==> src/rtl/draw_point_arb_pkg.sv <==
// draw_point_arb_pkg: frame-buffer geometry, field widths and arbiter states
package draw_point_arb_pkg;
    localparam int COORD_W = 9;
    localparam int RGB_W = 12;
    localparam logic [COORD_W-1:0] RES_X = 9'd320;
    localparam logic [COORD_W-1:0] RES_Y = 9'd240;
    localparam logic [COORD_W-1:0] X_LAST = 9'd319;
    localparam logic [COORD_W-1:0] Y_LAST = 9'd239;
    typedef enum logic {ARB, CLEAR} arb_state_t;
endpackage

==> src/rtl/draw_point_arbiter_rr_picker.sv <==
// rr_picker: round-robin pick, lowest requester above last wins, else lowest overall
module rr_picker #(
    parameter int N = 2,
    parameter int IW = 1
) (
    input  logic [N-1:0]  req,
    input  logic [IW-1:0] last,
    output logic [N-1:0]  gnt,
    output logic          valid
);
    logic [N-1:0] hi, pool;
    always_comb begin
        hi = '0;
        for (int i = 0; i < N; i++) hi[i] = i > int'(last);
        pool = |(req & hi) ? (req & hi) : req;
        gnt = '0;
        for (int i = N - 1; i >= 0; i--)
            if (pool[i]) begin
                gnt = '0;
                gnt[i] = 1'b1;
            end
        valid = |req;
    end
endmodule

==> src/rtl/draw_point_arbiter.sv <==
// draw_point_arbiter: round-robin draw-point arbiter toward a 320x240 frame buffer.
// The full-buffer clear sweep exists only when DRAW_POINT_ARB_CLEAR_EN is defined.
module draw_point_arbiter
    import draw_point_arb_pkg::*;
#(
    parameter int NUM_REQ = 2,
    parameter logic [RGB_W-1:0] FILL_RGB12 = 12'h000
) (
    input  logic                       piul1Clock,
    input  logic                       piul1Reset,
    input  logic [NUM_REQ-1:0]         piul1Req,
    input  logic [NUM_REQ*COORD_W-1:0] piul9PosX,
    input  logic [NUM_REQ*COORD_W-1:0] piul9PosY,
    input  logic [NUM_REQ*RGB_W-1:0]   piul12Rgb,
    output logic [NUM_REQ-1:0]         poul1Gnt,
    input  logic                       piul1ClearStart,
    output logic                       poul1ClearBusy,
    output logic                       poul1ClearDone,
    output logic [COORD_W-1:0]         poul9PosX,
    output logic [COORD_W-1:0]         poul9PosY,
    output logic [RGB_W-1:0]           poul12Rgb,
    output logic                       poul1Update,
    output logic                       poul1RangeErr
);
    localparam int IW = (NUM_REQ > 2) ? 2 : 1;

    logic [IW-1:0] last_q, last_d, sel;
    logic [NUM_REQ-1:0] gnt_q, gnt_d, pick;
    logic pick_valid, arb_en, in_range, upd_q, upd_d, err_q, err_d;
    logic [COORD_W-1:0] x_q, x_d, y_q, y_d, req_x, req_y;
    logic [RGB_W-1:0] rgb_q, rgb_d, req_rgb;

    // a requester granted last cycle sits out this one
    rr_picker #(.N(NUM_REQ), .IW(IW)) u_pick (
        .req  (piul1Req & ~gnt_q),
        .last (last_q),
        .gnt  (pick),
        .valid(pick_valid)
    );

    always_comb begin
        sel = '0;
        req_x = '0;
        req_y = '0;
        req_rgb = '0;
        for (int i = 0; i < NUM_REQ; i++)
            if (pick[i]) begin
                sel = IW'(i);
                req_x = piul9PosX[i*COORD_W +: COORD_W];
                req_y = piul9PosY[i*COORD_W +: COORD_W];
                req_rgb = piul12Rgb[i*RGB_W +: RGB_W];
            end
        in_range = (req_x < RES_X) && (req_y < RES_Y);
    end

`ifdef DRAW_POINT_ARB_CLEAR_EN
    arb_state_t state_q, state_d;
    logic [COORD_W-1:0] cx_q, cx_d, cy_q, cy_d;
    logic done_q, done_d;
    assign arb_en = (state_q == ARB) && !piul1ClearStart;
    assign poul1ClearBusy = state_q == CLEAR;
    assign poul1ClearDone = done_q;
`else
    logic unused_clear;
    assign unused_clear = piul1ClearStart ^ (|FILL_RGB12);
    assign arb_en = 1'b1;
    assign poul1ClearBusy = 1'b0;
    assign poul1ClearDone = 1'b0;
`endif

    always_comb begin
        last_d = last_q;
        gnt_d = '0;
        upd_d = 1'b0;
        x_d = x_q;
        y_d = y_q;
        rgb_d = rgb_q;
        err_d = err_q;
`ifdef DRAW_POINT_ARB_CLEAR_EN
        state_d = state_q;
        cx_d = cx_q;
        cy_d = cy_q;
        done_d = 1'b0;
        if (state_q == CLEAR) begin
            upd_d = 1'b1;
            x_d = cx_q;
            y_d = cy_q;
            rgb_d = FILL_RGB12;
            cx_d = (cx_q == X_LAST) ? '0 : cx_q + COORD_W'(1);
            if (cx_q == X_LAST) cy_d = (cy_q == Y_LAST) ? '0 : cy_q + COORD_W'(1);
            if (cx_q == X_LAST && cy_q == Y_LAST) begin
                state_d = ARB;
                done_d = 1'b1;
            end
        end else if (piul1ClearStart) begin
            state_d = CLEAR;
        end
`endif
        if (arb_en && pick_valid) begin
            gnt_d = pick;
            last_d = sel;
            x_d = req_x;
            y_d = req_y;
            rgb_d = req_rgb;
            upd_d = in_range;
            err_d = err_q | ~in_range;
        end
    end

    always_ff @(posedge piul1Clock or posedge piul1Reset) begin
        if (piul1Reset) begin
            last_q <= '0;
            gnt_q <= '0;
            upd_q <= 1'b0;
            x_q <= '0;
            y_q <= '0;
            rgb_q <= '0;
            err_q <= 1'b0;
`ifdef DRAW_POINT_ARB_CLEAR_EN
            state_q <= ARB;
            cx_q <= '0;
            cy_q <= '0;
            done_q <= 1'b0;
`endif
        end else begin
            last_q <= last_d;
            gnt_q <= gnt_d;
            upd_q <= upd_d;
            x_q <= x_d;
            y_q <= y_d;
            rgb_q <= rgb_d;
            err_q <= err_d;
`ifdef DRAW_POINT_ARB_CLEAR_EN
            state_q <= state_d;
            cx_q <= cx_d;
            cy_q <= cy_d;
            done_q <= done_d;
`endif
        end
    end

    assign poul1Gnt = gnt_q;
    assign poul1Update = upd_q;
    assign poul9PosX = x_q;
    assign poul9PosY = y_q;
    assign poul12Rgb = rgb_q;
    assign poul1RangeErr = err_q;
endmodule

==> config.mk <==
export PLATFORM = sky130hd
export DESIGN_NAME = draw_point_arbiter
export DESIGN_NICKNAME = d
export VERILOG_FILES = /design/src/rtl/draw_point_arb_pkg.sv /design/src/rtl/draw_point_arbiter_rr_picker.sv /design/src/rtl/draw_point_arbiter.sv
export SDC_FILE = /design/constraint.sdc
export NUM_CORES = 1
export LEC_CHECK = 0
export BUFFER_PORTS_ARGS = -buffer_cell sky130_fd_sc_hd__buf_2
export CELL_PAD_IN_SITES_DETAIL_PLACEMENT = 2
export CELL_PAD_IN_SITES_GLOBAL_PLACEMENT = 2
export CORE_ASPECT_RATIO = 0.5
export CORE_MARGIN = 3
export CORE_UTILIZATION = 25
export DETAILED_ROUTE_END_ITERATION = 12
export HOLD_SLACK_MARGIN = 0.02
export PLACE_DENSITY_LB_ADDON = 0.1
export SKIP_CTS_REPAIR_TIMING = 1
export SLEW_MARGIN = 20
export SYNTH_ARGS = -nofsm -noshare
export SYNTH_HDL_FRONTEND = slang
export SYNTH_HIERARCHICAL = 1
export SYNTH_SLANG_ARGS = --single-unit
==> constraint.sdc <==
create_clock -name piul1Clock -period 3.05 [get_ports piul1Clock]
set_clock_uncertainty 0.1 [all_clocks]
set_input_delay 0.61 -clock piul1Clock [delete_from_list [all_inputs] [get_ports piul1Clock]]
set_output_delay 0.61 -clock piul1Clock [all_outputs]
set_load 0.01 [all_outputs]
---- Word level (Yosys, flattened, before mapping) ----
Cells that the tools add are included.
word-level totals
  register bits ........................... 35
  latch bits .............................. 0
  memory bits (writable) .................. 0
  bits in read-only memories .............. 0
  output and inout bits ................... 36
  word-level logic and storage cells ...... 30
  memories kept ........................... 0
operators by class
  add/sub/neg operators ................... 0
  multiply operators ...................... 0
  div/mod/pow operators ................... 0
  order comparisons ....................... 3
  equality and inequality tests ........... 0
  shifts and indexed selects .............. 0
  mux-type cells .......................... 12
  bitwise operators ....................... 5
  reductions and logical operators ........ 3
operators with widths
  kind                  count
  $mux W9               4
  $mux W12              2
  $lt A9 B8 Y1 const B  1
  $lt A9 B9 Y1 const B  1
  $mux W2               4
  $and A2 B2 Y2         2
  $reduce_or A2 Y1      2
  $mux W1               2
  $not A2 Y2            1
  $gt A1 B1 Y1 const A  1
  $logic_and A1 B1 Y1   1
  $not A1 Y1            1
  $or A1 B1 Y1          1

---- Logic depth before layout (Yosys ltp) ----
  depth in word-level cells ............... 13
  mapped depth ............................ 7
  depth with buffers taken out ............ 6

---- Hierarchy ----
The synthesis kept the hierarchy.
modules (own cells, without submodules)
  module              instances  cells each  area each (µm²)  sequential area each (µm²)
  draw_point_arbiter  1          166         1614.0           875.8
  rr_picker           1          4           25.0             0.0

---- Worst setup path after synthesis ----
No wires, ideal clock.
  path type ............................... input to register
  start ................................... in piul1Req[1]
  end ..................................... reg err_q (netlist: poul1RangeErr)
  setup time .............................. 0.124 ns
  arrival ................................. 1.777 ns
  required time ........................... 2.826 ns
  setup slack ............................. 1.049 ns
  stages on the path ...................... 7
  cell sequence ........................... nor2b_1 > a21boi_1 > nor2b_4 > buf_6 > a22oi_4 > o211ai_2 > o31a_1
on the way
  longest elaborated chain between the ends .. 11
RTL lines
  item                                                 line                                RTL
  start: declaration                                   draw_point_arbiter.sv:11            input logic [NUM_REQ-1:0] piul1Req,
  $and A2 B2 Y2 *                                      draw_point_arbiter.sv:35            .req (piul1Req & ~gnt_q),
  $and A2 B2 Y2                                        draw_point_arbiter_rr_picker.sv:15  pool = |(req & hi) ? (req & hi) : req;
  $reduce_or A2 Y1                                     draw_point_arbiter_rr_picker.sv:15
  $mux W2 *                                            draw_point_arbiter_rr_picker.sv:15
  $mux W2                                              draw_point_arbiter_rr_picker.sv:18  if (pool[i]) begin
  $mux W2 *                                            draw_point_arbiter_rr_picker.sv:18
  net pick[1]                                          draw_point_arbiter.sv:28            logic [NUM_REQ-1:0] gnt_q, gnt_d, pick;
  $mux W9                                              draw_point_arbiter.sv:47            if (pick[i]) begin
  $lt A9 B9 Y1 / $lt A9 B8 Y1 (equally long branches)  draw_point_arbiter.sv:53            in_range = (req_x < RES_X) && (req_y < RES_Y);
  $logic_and A1 B1 Y1 *                                draw_point_arbiter.sv:53
  $not A1 Y1 *                                         draw_point_arbiter.sv:106           err_d = err_q | ~in_range;
  $or A1 B1 Y1 *                                       draw_point_arbiter.sv:106
  end signal: assignment                               draw_point_arbiter.sv:132           err_q <= err_d;
  end: declaration                                     draw_point_arbiter.sv:29            logic pick_valid, arb_en, in_range, upd_q, upd_d, err_q, err_d;
The timed path passes the listed nets; every way through them passes the cells marked *.
A chain may end at the register's enable or synchronous reset.

---- Worst setup path in the final report ----
  start ................................... in piul1Req[0]
  end ..................................... reg upd_q (netlist: poul1Update)
on the way
  longest elaborated chain between the ends .. 10
RTL lines
  item                                                 line                                RTL
  $and A2 B2 Y2 *                                      draw_point_arbiter.sv:35
  $and A2 B2 Y2                                        draw_point_arbiter_rr_picker.sv:15
  $reduce_or A2 Y1                                     draw_point_arbiter_rr_picker.sv:15
  $mux W2 *                                            draw_point_arbiter_rr_picker.sv:15
  $mux W2 *                                            draw_point_arbiter_rr_picker.sv:18
  net pick[0]                                          draw_point_arbiter.sv:28
  $mux W9 (2 in a row)                                 draw_point_arbiter.sv:47
  $lt A9 B9 Y1 / $lt A9 B8 Y1 (equally long branches)  draw_point_arbiter.sv:53
  $logic_and A1 B1 Y1 *                                draw_point_arbiter.sv:53
  $mux W1 *                                            draw_point_arbiter.sv:99            if (arb_en && pick_valid) begin
  net upd_d                                            draw_point_arbiter.sv:29
  end signal: assignment                               draw_point_arbiter.sv:128           upd_q <= upd_d;
  end: declaration                                     draw_point_arbiter.sv:29
Marked as above.

==> results.py <==
metrics = {
    "worst_setup_path": {
        "cp-end-kind": "flip-flop",
        "worstPathMaxFanout": 27,
        "crit_type": "input pin to flip-flop",
        "startpoint_type": "input pin",
        "crit_required_ps": 3100,
        "arrival_ps": 2480,
    },
    "outcome": {
        "status": "finished, final reports clean",
    },
    "sta": {
        "min_period_over_period_pct": 79.7,
        "rsz0062_at_grt": "false",
        "whs_ps": 407,
        "setup_viol": 0,
        "slew_violations": 0,
        "fin_ws_ps": 620,
        "max_slew_margin_pct": 42.5,
        "max_freq_ghz": 0.412,
        "tightest_slew_ps": 862,
        "fin_tns_setup_ps": 0,
        "post-route-min-period_ps": 2430,
        "finalHoldViolations": 0,
    },
    "placed_design": {
        "dp_hpwl_um": 4090,
        "pre_cts_ws_ps": 296,
        "globalplace.congestion": 0.639,
        "placed_area_mm2": 0.00220,
        "port_buffers": 97,
        "dp_cells": 346,
    },
    "grt": {
        "grt_pass1_vias": 1855,
        "grt_overflow": 0,
        "grt_max_degree": 28,
        "grt_usage_pct": 14.7,
        "grt_pass1_wl_um": 8850,
        "antenna_found_initial": 0,
    },
    "clock_network": {
        "clk_pin_slew_ps": 60,
        "clockBufferDepth": 2,
        "clkLatencyLatePin_ps": 270,
        "htree_num_levels": 2,
        "numCtsBuffers": 5,
        "tritoncts": "done",
        "cts-root-buf": "clkbuf_16",
        "clkSinkCount": 35,
    },
    "cells_and_area": {
        "area_delta_synth_final_pct": 45.0,
        "nets": 330,
        "fillers": 731,
        "stdcell_area_mm2": 0.00238,
        "diodes": 0,
        "layout_common_cells": "buf_2, dfrtp_1, a21oi_1",
        "drive_gt1_share_pct": 44.4,
        "final_common_cell": "buf_2",
        "final_cells": 354,
    },
    "die": {
        "core_mm2": 0.00621,
        "initial_utilization_pct": 26.4,
        "die-area_mm2": 0.00762,
        "die_y_um": 63.3,
        "die_w_um": 121,
        "rows": 20,
        "ioPinCount": 101,
    },
    "synthesis": {
        "yosys.area_share.xor_xnor_pct": 0,
        "synthCells": 170,
        "ys_seq_elements": 35,
        "synth.area.mux_share_pct": 0.687,
        "synth_top_family_by_area": "compound AO/OA/AOI/OAI gates",
        "synth_compound_area_share_pct": 26.4,
        "synth.distinct_cells": 25,
        "ys_seq_area_share_pct": 53.4,
        "syn_area_mm2": 0.00164,
        "synth_fa_ha_area_share_pct": 0,
        "yosys_warnings": 6,
        "avgSynthCellArea_um2": 9.64,
        "synth-simple-area-share_pct": 13.2,
    },
    "routing": {
        "drt_iter0_markers": 67,
        "wl_per_cell_um": 15.2,
        "drc": 0,
        "vias": 1662,
        "drt_wl_total_um": 5400,
        "first_pass_iters": 4,
        "antenna_left": 0,
        "viasPerCell": 4.69,
    },
    "job": {
        "cap_violations": 0,
    },
    "power": {
        "power_density_mw_per_mm2": 706,
        "power.leakage_nw": 1.18,
        "peakVddDrop_mv": 0.207,
    },
    "hold_path": {
        "hp-class": "input pin to async pin",
    },
}
-- critical path, cell delays in order --
cell and delay (ps):
buf_2 70, nor2b_1 300, a21boi_1 270, nor2b_4 660
a22oi_1 220, a21oi_1 250, nor3b_1 90
-- metal layers --
layer | up-vias | global-route usage (%) | share of wire [%]
met5 | - | 0 | 0
met4 | 0 | 2.54 | 0.57
met1 | 827 | 16.8 | 40
met2 | 49 | 27.1 | 53
met3 | 2 | 5.02 | 6.2
li1 | 784 | - | -
-- final timing paths --
path                                               start                       end  slack, ps  depth (start not counted)
worst max-delay path                         piul1Req[0]     poul1Update$_DFF_PP0_        620                          7
worst min-delay path                          piul1Reset  poul12Rgb[5]$_DFFE_PP0P_        410                          2
worst max register to register     poul1Gnt[0]$_DFF_PP0_     poul1Update$_DFF_PP0_        670                          6
worst min register to register  poul12Rgb[9]$_DFFE_PP0P_  poul12Rgb[9]$_DFFE_PP0P_        420                          2
max in group asynchronous                     piul1Reset  poul9PosX[7]$_DFFE_PP0P_       1800                          3
min in group piul1Clock         poul12Rgb[9]$_DFFE_PP0P_  poul12Rgb[9]$_DFFE_PP0P_        420                          2
-- kinds of logic after synthesis --
kind of cell,after synthesis
buffers and inverters,18
AOI/OAI and AO/OA,67
and+or+nand+nor,48
DFF,35
other,1
muxes,1
-- area by class of cell --
cell class | count | area, um2 | share of cell area [%]
sequential | 35 | 876 | 36.8
clock buffer | 6 | 139 | 5.84
tap | 88 | 110 | 4.63
multi-input combinational | 118 | 679 | 28.6
inverter | 2 | 7.51 | 0.316
clock inverter | 2 | 35.0 | 1.47
timing repair buffer | 103 | 531 | 22.3
-- power by group --
group          switching [W]  internal [W]
registers          0.0000536      0.000567
clock network       0.000189      0.000406
logic               0.000269      0.000195
total               0.000512       0.00117
-- sequential cells by signal (all words and copies together), names as in the netlist --
| signal | count |
|---|---|
| last_q | 1 |
| poul12Rgb | 12 |
| poul1Gnt | 2 |
| poul1RangeErr | 1 |
| poul1Update | 1 |
| poul9PosX | 9 |
| poul9PosY | 9 |
-- cells in the mapped netlist --
cell type	instances	area (um2)
nand3_1	2	10.0
a22oi_4	1	21.3
nor3b_1	1	7.51
o31a_1	1	8.76
a22oi_1	26	195
a21boi_1	2	15.0
nand2_1	3	11.3
or2_1	1	6.26
dfrtp_1	35	876
a21oi_1	34	170
and3_1	1	6.26
inv_1	2	7.51
or2_2	1	6.26
and2_1	2	12.5
mux2_2	1	11.3
buf_2	4	20.0
buf_6	1	11.3
nor2_1	33	124
nor2b_1	3	18.8
o21ai_0	2	10.0
buf_4	5	37.5
clkbuf_1	6	22.5
conb_1	1	3.75
nor2b_4	1	13.8
o211ai_2	1	12.5
-- metrics by stage --
stage,total power [W],util [%]
after detailed placement,0.00110,35.5
after floorplan,0.000889,-
after CTS,0.00171,38.3
after global routing,0.00179,38.3
after global placement,0.00108,35.5
final,0.00168,38.3
(Power assumes the default switching activity.)
